--- src/rtl/spi_flash_responder_if.sv ---
// SPI flash pin bundle plus the backing-memory port of the responder.
//   flash_csb/sck/mosi : controller -> responder SPI pins
//   flash_miso/_oe     : responder -> controller data pin and its drive enable
//   memAddress/memReadEnable/memDataRead : byte-wide synchronous memory port
//   active/lastCommand : status (chip selected, last complete opcode)
// Modport slave is the responder side; master is the controller/memory side.
interface spi_flash_responder_if #(
  parameter int unsigned ADDR_WIDTH = 24
);
  logic                  flash_csb;
  logic                  flash_sck;
  logic                  flash_mosi;
  logic                  flash_miso;
  logic                  flash_miso_oe;
  logic [ADDR_WIDTH-1:0] memAddress;
  logic                  memReadEnable;
  logic [7:0]            memDataRead;
  logic                  active;
  logic [7:0]            lastCommand;

  modport slave (
    input  flash_csb, flash_sck, flash_mosi, memDataRead,
    output flash_miso, flash_miso_oe, memAddress, memReadEnable, active, lastCommand
  );

  modport master (
    output flash_csb, flash_sck, flash_mosi, memDataRead,
    input  flash_miso, flash_miso_oe, memAddress, memReadEnable, active, lastCommand
  );
endinterface

--- src/rtl/spi_flash_responder.sv ---
// SPI NOR flash responder (mode 0, single-bit IO). Decodes READ (0x03),
// FAST_READ (0x0B, 8 dummy bits) and JEDEC-ID (0x9F) and streams bytes from a
// byte-wide synchronous memory on miso; other opcodes are ignored.
// Ports:
//   clk   : system clock, all SPI pins are oversampled on it
//   rst_n : asynchronous reset, active low
//   bus   : spi_flash_responder_if.slave (SPI pins, memory port, status)
module spi_flash_responder #(
  parameter int unsigned ADDR_WIDTH = 24,
  parameter logic [23:0] JEDEC_ID   = 24'hEF4018
) (
  input logic                  clk,
  input logic                  rst_n,
  spi_flash_responder_if.slave bus
);

  typedef enum logic [2:0] {IDLE, CMD, ADDR, DUMMY, DATA, IGNORE} state_t;

  state_t state_q, state_d;

  logic csb_s1, csb_s2, csb_d;
  logic sck_s1, sck_s2, sck_d;
  logic mosi_s1, mosi_s2;
  logic csb_fall, csb_rise, sck_rise, sck_fall;

  logic [4:0]            bit_cnt;
  logic [22:0]           in_sr;
  logic [23:0]           in_next;
  logic                  fast_q;
  logic                  id_mode_q;
  logic [1:0]            id_idx;
  logic [7:0]            id_byte;
  logic [7:0]            out_sr;
  logic                  miso_q;
  logic [2:0]            fall_cnt;
  logic                  ren_q;
  logic                  load_q;
  logic [ADDR_WIDTH-1:0] mem_addr_q;
  logic [7:0]            last_cmd_q;
  logic                  oe;
  logic                  cmd_done, addr_done, dummy_done, data_fall;

  // Input synchronisers; csb idles high so its chain resets to 1.
  always_ff @(posedge clk or negedge rst_n) begin
    if (!rst_n) begin
      csb_s1  <= 1'b1;
      csb_s2  <= 1'b1;
      csb_d   <= 1'b1;
      sck_s1  <= 1'b0;
      sck_s2  <= 1'b0;
      sck_d   <= 1'b0;
      mosi_s1 <= 1'b0;
      mosi_s2 <= 1'b0;
    end else begin
      csb_s1  <= bus.flash_csb;
      csb_s2  <= csb_s1;
      csb_d   <= csb_s2;
      sck_s1  <= bus.flash_sck;
      sck_s2  <= sck_s1;
      sck_d   <= sck_s2;
      mosi_s1 <= bus.flash_mosi;
      mosi_s2 <= mosi_s1;
    end
  end

  assign csb_fall = csb_d & ~csb_s2;
  assign csb_rise = ~csb_d & csb_s2;
  assign sck_rise = sck_s2 & ~sck_d;
  assign sck_fall = ~sck_s2 & sck_d;
  assign in_next  = {in_sr, mosi_s2};

  always_ff @(posedge clk or negedge rst_n) begin
    if (!rst_n) state_q <= IDLE;
    else        state_q <= state_d;
  end

  always_comb begin
    state_d = state_q;
    if (state_q != IDLE && csb_rise) begin
      state_d = IDLE;
    end else begin
      case (state_q)
        IDLE:  if (csb_fall) state_d = CMD;
        CMD:   if (sck_rise && bit_cnt == 5'd7) begin
                 case (in_next[7:0])
                   8'h03, 8'h0B: state_d = ADDR;
                   8'h9F:        state_d = DATA;
                   default:      state_d = IGNORE;
                 endcase
               end
        ADDR:  if (sck_rise && bit_cnt == 5'd23) state_d = fast_q ? DUMMY : DATA;
        DUMMY: if (sck_rise && bit_cnt == 5'd7) state_d = DATA;
        default: ;
      endcase
    end
  end

  always_comb begin
    oe                = (state_q == DATA) && !csb_s2;
    bus.flash_miso_oe = oe;
    bus.flash_miso    = oe & miso_q;
  end

  assign cmd_done   = (state_q == CMD) && (state_d != CMD) && (state_d != IDLE);
  assign addr_done  = (state_q == ADDR) && (state_d == DUMMY || state_d == DATA);
  assign dummy_done = (state_q == DUMMY) && (state_d == DATA);
  assign data_fall  = (state_q == DATA) && sck_fall;

  always_comb begin
    case (id_idx)
      2'd1:    id_byte = JEDEC_ID[15:8];
      2'd2:    id_byte = JEDEC_ID[7:0];
      default: id_byte = '0;
    endcase
  end

  // Each byte's 8th miso fall prefetches the next byte: the read strobe goes
  // out the following clk and the data lands in out_sr a clk later, well
  // before the next sck fall needs bit 7.
  always_ff @(posedge clk or negedge rst_n) begin
    if (!rst_n) begin
      bit_cnt    <= '0;
      in_sr      <= '0;
      fast_q     <= 1'b0;
      id_mode_q  <= 1'b0;
      id_idx     <= '0;
      out_sr     <= '0;
      miso_q     <= 1'b0;
      fall_cnt   <= '0;
      ren_q      <= 1'b0;
      load_q     <= 1'b0;
      mem_addr_q <= '0;
      last_cmd_q <= '0;
    end else begin
      ren_q  <= 1'b0;
      load_q <= ren_q;
      if (sck_rise) in_sr <= in_next[22:0];
      if (state_d != state_q) bit_cnt <= '0;
      else if (sck_rise)      bit_cnt <= bit_cnt + 5'd1;

      if (csb_fall) begin
        out_sr    <= '0;
        miso_q    <= 1'b0;
        fall_cnt  <= '0;
        fast_q    <= 1'b0;
        id_mode_q <= 1'b0;
      end

      if (cmd_done) begin
        last_cmd_q <= in_next[7:0];
        fast_q     <= (in_next[7:0] == 8'h0B);
        id_mode_q  <= (in_next[7:0] == 8'h9F);
        if (in_next[7:0] == 8'h9F) begin
          out_sr <= JEDEC_ID[23:16];
          id_idx <= 2'd1;
        end
      end

      if (addr_done) mem_addr_q <= in_next[ADDR_WIDTH-1:0];
      if ((addr_done && !fast_q) || dummy_done) ren_q <= 1'b1;

      if (data_fall) begin
        miso_q   <= out_sr[7];
        fall_cnt <= fall_cnt + 3'd1;
        if (fall_cnt == 3'd7 && id_mode_q) begin
          out_sr <= id_byte;
          if (id_idx != 2'd3) id_idx <= id_idx + 2'd1;
        end else begin
          out_sr <= {out_sr[6:0], 1'b0};
          if (fall_cnt == 3'd7) begin
            mem_addr_q <= mem_addr_q + ADDR_WIDTH'(1);
            ren_q      <= 1'b1;
          end
        end
      end

      if (load_q) out_sr <= bus.memDataRead;
    end
  end

  assign bus.memAddress    = mem_addr_q;
  assign bus.memReadEnable = ren_q;
  assign bus.active        = ~csb_s2;
  assign bus.lastCommand   = last_cmd_q;

endmodule

--- src/flat_wrapper.sv ---
// flat-port wrapper written by rule: the top's interface ports become plain ports
module spi_flash_responder_flat 
#(
  parameter int unsigned ADDR_WIDTH = 24,
  parameter logic [23:0] JEDEC_ID   = 24'hEF4018
)
  (clk, rst_n, bus_flash_csb, bus_flash_sck, bus_flash_mosi, bus_memDataRead, bus_flash_miso, bus_flash_miso_oe, bus_memAddress, bus_memReadEnable, bus_active, bus_lastCommand);
  spi_flash_responder_if #(.ADDR_WIDTH(ADDR_WIDTH)) bus_i ();
  input logic clk;
  input logic rst_n;
  input wire logic [$bits(bus_i.flash_csb)-1:0] bus_flash_csb;
  input wire logic [$bits(bus_i.flash_sck)-1:0] bus_flash_sck;
  input wire logic [$bits(bus_i.flash_mosi)-1:0] bus_flash_mosi;
  input wire logic [$bits(bus_i.memDataRead)-1:0] bus_memDataRead;
  output wire logic [$bits(bus_i.flash_miso)-1:0] bus_flash_miso;
  output wire logic [$bits(bus_i.flash_miso_oe)-1:0] bus_flash_miso_oe;
  output wire logic [$bits(bus_i.memAddress)-1:0] bus_memAddress;
  output wire logic [$bits(bus_i.memReadEnable)-1:0] bus_memReadEnable;
  output wire logic [$bits(bus_i.active)-1:0] bus_active;
  output wire logic [$bits(bus_i.lastCommand)-1:0] bus_lastCommand;
  assign bus_i.flash_csb = bus_flash_csb;
  assign bus_i.flash_sck = bus_flash_sck;
  assign bus_i.flash_mosi = bus_flash_mosi;
  assign bus_i.memDataRead = bus_memDataRead;
  assign bus_flash_miso = bus_i.flash_miso;
  assign bus_flash_miso_oe = bus_i.flash_miso_oe;
  assign bus_memAddress = bus_i.memAddress;
  assign bus_memReadEnable = bus_i.memReadEnable;
  assign bus_active = bus_i.active;
  assign bus_lastCommand = bus_i.lastCommand;
  spi_flash_responder #(.ADDR_WIDTH(ADDR_WIDTH), .JEDEC_ID(JEDEC_ID)) u_core (.clk(clk), .rst_n(rst_n), .bus(bus_i));
endmodule
--- config.mk ---
export PLATFORM = sky130hd
export DESIGN_NAME = spi_flash_responder_flat
export DESIGN_NICKNAME = d
export VERILOG_FILES = /design/src/rtl/spi_flash_responder_if.sv /design/src/rtl/spi_flash_responder.sv /design/src/flat_wrapper.sv
export SDC_FILE = /design/constraint.sdc
export NUM_CORES = 1
export LEC_CHECK = 0
export BUFFER_PORTS_ARGS = -buffer_cell sky130_fd_sc_hd__buf_2
export CAP_MARGIN = 10
export CORE_AREA = 2 2 90 92
export DETAILED_ROUTE_END_ITERATION = 8
export DIE_AREA = 0 0 92 94
export PLACE_DENSITY = 0.8
export RECOVER_POWER = 50
export SYNTH_ARGS = -nofsm -noshare
export SYNTH_HDL_FRONTEND = slang
export SYNTH_SLANG_ARGS = --single-unit
--- constraint.sdc ---
create_clock -name clk -period 5.67 [get_ports clk]
set_input_delay 0.2835 -clock clk [delete_from_list [all_inputs] [get_ports clk]]
set_output_delay 0.2835 -clock clk [all_outputs]
set_load 0.02 [all_outputs]
==> impl_results.md <==
* Sw frac at 28.9%
* Power per cell area at 274 nW/um^2
* Core Region at 7610 sq um
* Area after DPL at 4780 sq um
* Clock Skew at 0.0110 ns
* Final Hold Fails at 0
* Yosys warns at 0
* RSZ-0062 raised after global routing: false
* Initial DRC count at 264
* Number of synthesized flops with an enable pin at 0
* CTS H-tree depth at 3
* Design area at 4920 sq um
* Grt ovf at 0
* Final setup fails at 0
* CTS tree: done
* Fraction of registers with async set or reset after synthesis at 100%
* Synthesis-stage register bit count at 89
* CP Capture Type: async pin
* CP Max Fanout at 64
* Total vias in the final route at 3,448
* Final wirelength at 9320 um
* Final period util at 51.9%
* Die extent in y at 94 um
* Fmax at 0.340 GHz
* Row cnt at 32
* Post-synth top area cell: dfrtp_1
* NetSw at 389 uW
* Slew of the pin with the lowest slew margin at 1.64 ns
* Die width at 92 um
* Leakage at 2.18 nW
* Most frequent cells in the layout: dfrtp_1, clkbuf_1, o21ai_0, nand2_1, mux2_2
* Die area at 8650 sq um
* Mapped Nets at 435
* Routed Antenna Nets at 0
* Area growth syn-to-layout at 9.22%
* Max Transition Viols Final at 93
* Worst hold-check path type: input port to register
* Routability Congestion at 0.889
* Clock share of power at 29.8%
* CTS buffer count at 9
* Required @ worst endpoint at 5.86 ns
* Int Pwr at 959 uW
* Synth top area cells: dfrtp_1, mux2_2, o21ai_0
* Setup TNS at 0 ns
* Clock buffer depth at 2
* Share of power burned in registers at 58.1%
* Ant diodes at 0
* Layout Nets at 477
* Gr usage total at 23.0%
* Post-synthesis cell count at 414
* First-pass GRT wire length at 15,900 um
* Status: complete, but fails checks
* Failing checks: capacitance limit, slew limit
* Vias per inst at 6.12
* CTS resizes at 0
* PortBufs at 48
* I/O pins at 49
* Sequential area share after synthesis at 49.5%
* Maximum VDD drop at 240 uV
* Ys flop type: dfrtp_1
* Pin count of the biggest net entering global routing at 65
* Number of global-route vias before repair at 3,345
* Initial Utilization at 59.2%
* Distinct cell type count after synthesis at 71
* Number of clock sinks at 89
* Startpoint Class: input port
* Synth top area share at 47.8%
* Post-synthesis instance area at 4500 sq um
* Min cycle time layout at 2.94 ns
* Layout cells sized above 1 at 19.7%
* # DRC at 0
* Max-cap violation count at 2
* Initial antenna violation count at 0
* Most common cell after layout, fill and taps aside: dfrtp_1
* Critical path class: input port to async pin
* Clock slew at reported path FFs at 0.08 ns
* Max-slew headroom at -9.02%
* Skew-Pair Late Insertion Delay at 0.36 ns
* Combinational share of power at 12.1%
* Avg Cell Area, Syn at 10.9 sq um
* DP HPWL at 6340 um
* Drt pass-1 iters at 5
* Mean routed wirelength per cell at 16.6 um
* WP data arrival at 3.13 ns
* CTS Root Cell: clkbuf_8
layout make-up:
type / count / area [sq um]
sequential: 89 / 2230
timing repair buffer: 52 / 223
clock inverter: 6 / 43.8
clock buffer: 10 / 138
tap: 102 / 128
multi-input combinational: 289 / 2100
inverter: 15 / 56.3
fill: 615 / 2690
worst max-delay path: stages:
cell	delay (ns)
dlygate4sd3_1	0.53
clkbuf_1	0.97
clkbuf_2	1.29
synth_stat cells, drive strengths merged, types with 3 or more instances:
cell / count
a211oi: 7
a21oi: 18
a31oi: 9
and2: 7
and3: 6
buf: 12
clkbuf: 9
dfrtp: 86
dfstp: 3
ha: 8
inv: 15
mux2: 31
mux2i: 4
nand2: 26
nand2b: 5
nand3: 22
nand3b: 3
nand4: 5
nor2: 23
nor2b: 3
nor3: 9
nor3b: 6
o211ai: 3
o21ai: 27
o221a: 13
or2: 3
or3: 5
xnor2: 3
xor2: 5
kinds of logic (layout without fill, tap and decap cells):
kind of cell | count (synthesis) | after routing | synth area share (%)
AO/OA/AOI/OAI | 102 | 102 | 16.6
XOR/XNOR | 8 | 8 | 1.56
adder cells (fa/ha/maj) | 8 | 8 | 2.22
buffers and inverters | 36 | 83 | 4.00
flip-flops | 89 | 89 | 49.5
multiplexers | 35 | 35 | 9.14
AND/OR/NAND/NOR | 136 | 136 | 17.0
what timing repair did:
item | 4_1_cts | 5_1_grt
setup buffers | 0 | 0
endpoints found under the hold margin | 25 | 0
hold buffers | 1 | 0
stage by stage:
stage	hold slack, ns	total power, mW	worst slack (ns)	instances	utilization (%)
floorplan	-0.0121	0.897	3.42	414	-
global placement	0.203	0.945	3.11	546	62.8
CTS	0.0102	1.36	3.06	563	65.4
detailed placement	0.203	0.959	3.08	546	62.8
finish	0.0238	1.35	2.73	563	64.7
global route	0.00666	1.42	2.10	563	64.7
sequential cells by signal, summed over array words and instances, names as in the netlist, 2 cells and up:
| name | cells |
|---|---|
| u_core.fall_cnt | 3 |
| u_core.id_idx | 2 |
| u_core.state_q | 3 |
| u_core.out_sr | 8 |
| u_core.bus.memAddress | 24 |
| u_core.bus.lastCommand | 8 |
| u_core.bit_cnt | 5 |
| u_core.in_sr | 23 |
power groups by stage:
stage / Clock (mW) / Combinational [mW] / Sequential [mW]
floorplan: 0 / 0.134 / 0.763
global placement: 0 / 0.158 / 0.787
detailed placement: 0 / 0.165 / 0.794
CTS: 0.410 / 0.167 / 0.782
global route: 0.439 / 0.184 / 0.796
finish: 0.402 / 0.163 / 0.783
worst paths after layout:
path | startpoint | end | slack (ns) | cells after the start
max reg2reg | u_core.in_sr[1] | u_core.bus.memAddress[4] | 3.01 | 6
max in group clk | u_core.in_sr[1] | u_core.bus.memAddress[4] | 3.01 | 6
min | bus_flash_csb | u_core.csb_s1 | 0.02 | 1
max | rst_n | u_core.bus.lastCommand[7] | 2.73 | 3
min reg2reg | u_core.mosi_s1 | u_core.mosi_s2 | 0.35 | 0
min in group asynchronous | rst_n | u_core.out_sr[5] | 0.76 | 2
metal layers:
layer / routed length, um / vias up / global-route usage, %
met5: 0 / - / 0
met4: 202 / 0 / 8.96
met3: 516 / 20 / 4.25
met2: 4300 / 145 / 35.2
met1: 4300 / 1668 / 32.9
li1: - / 1615 / -
Power figures use the tool's default switching activity.
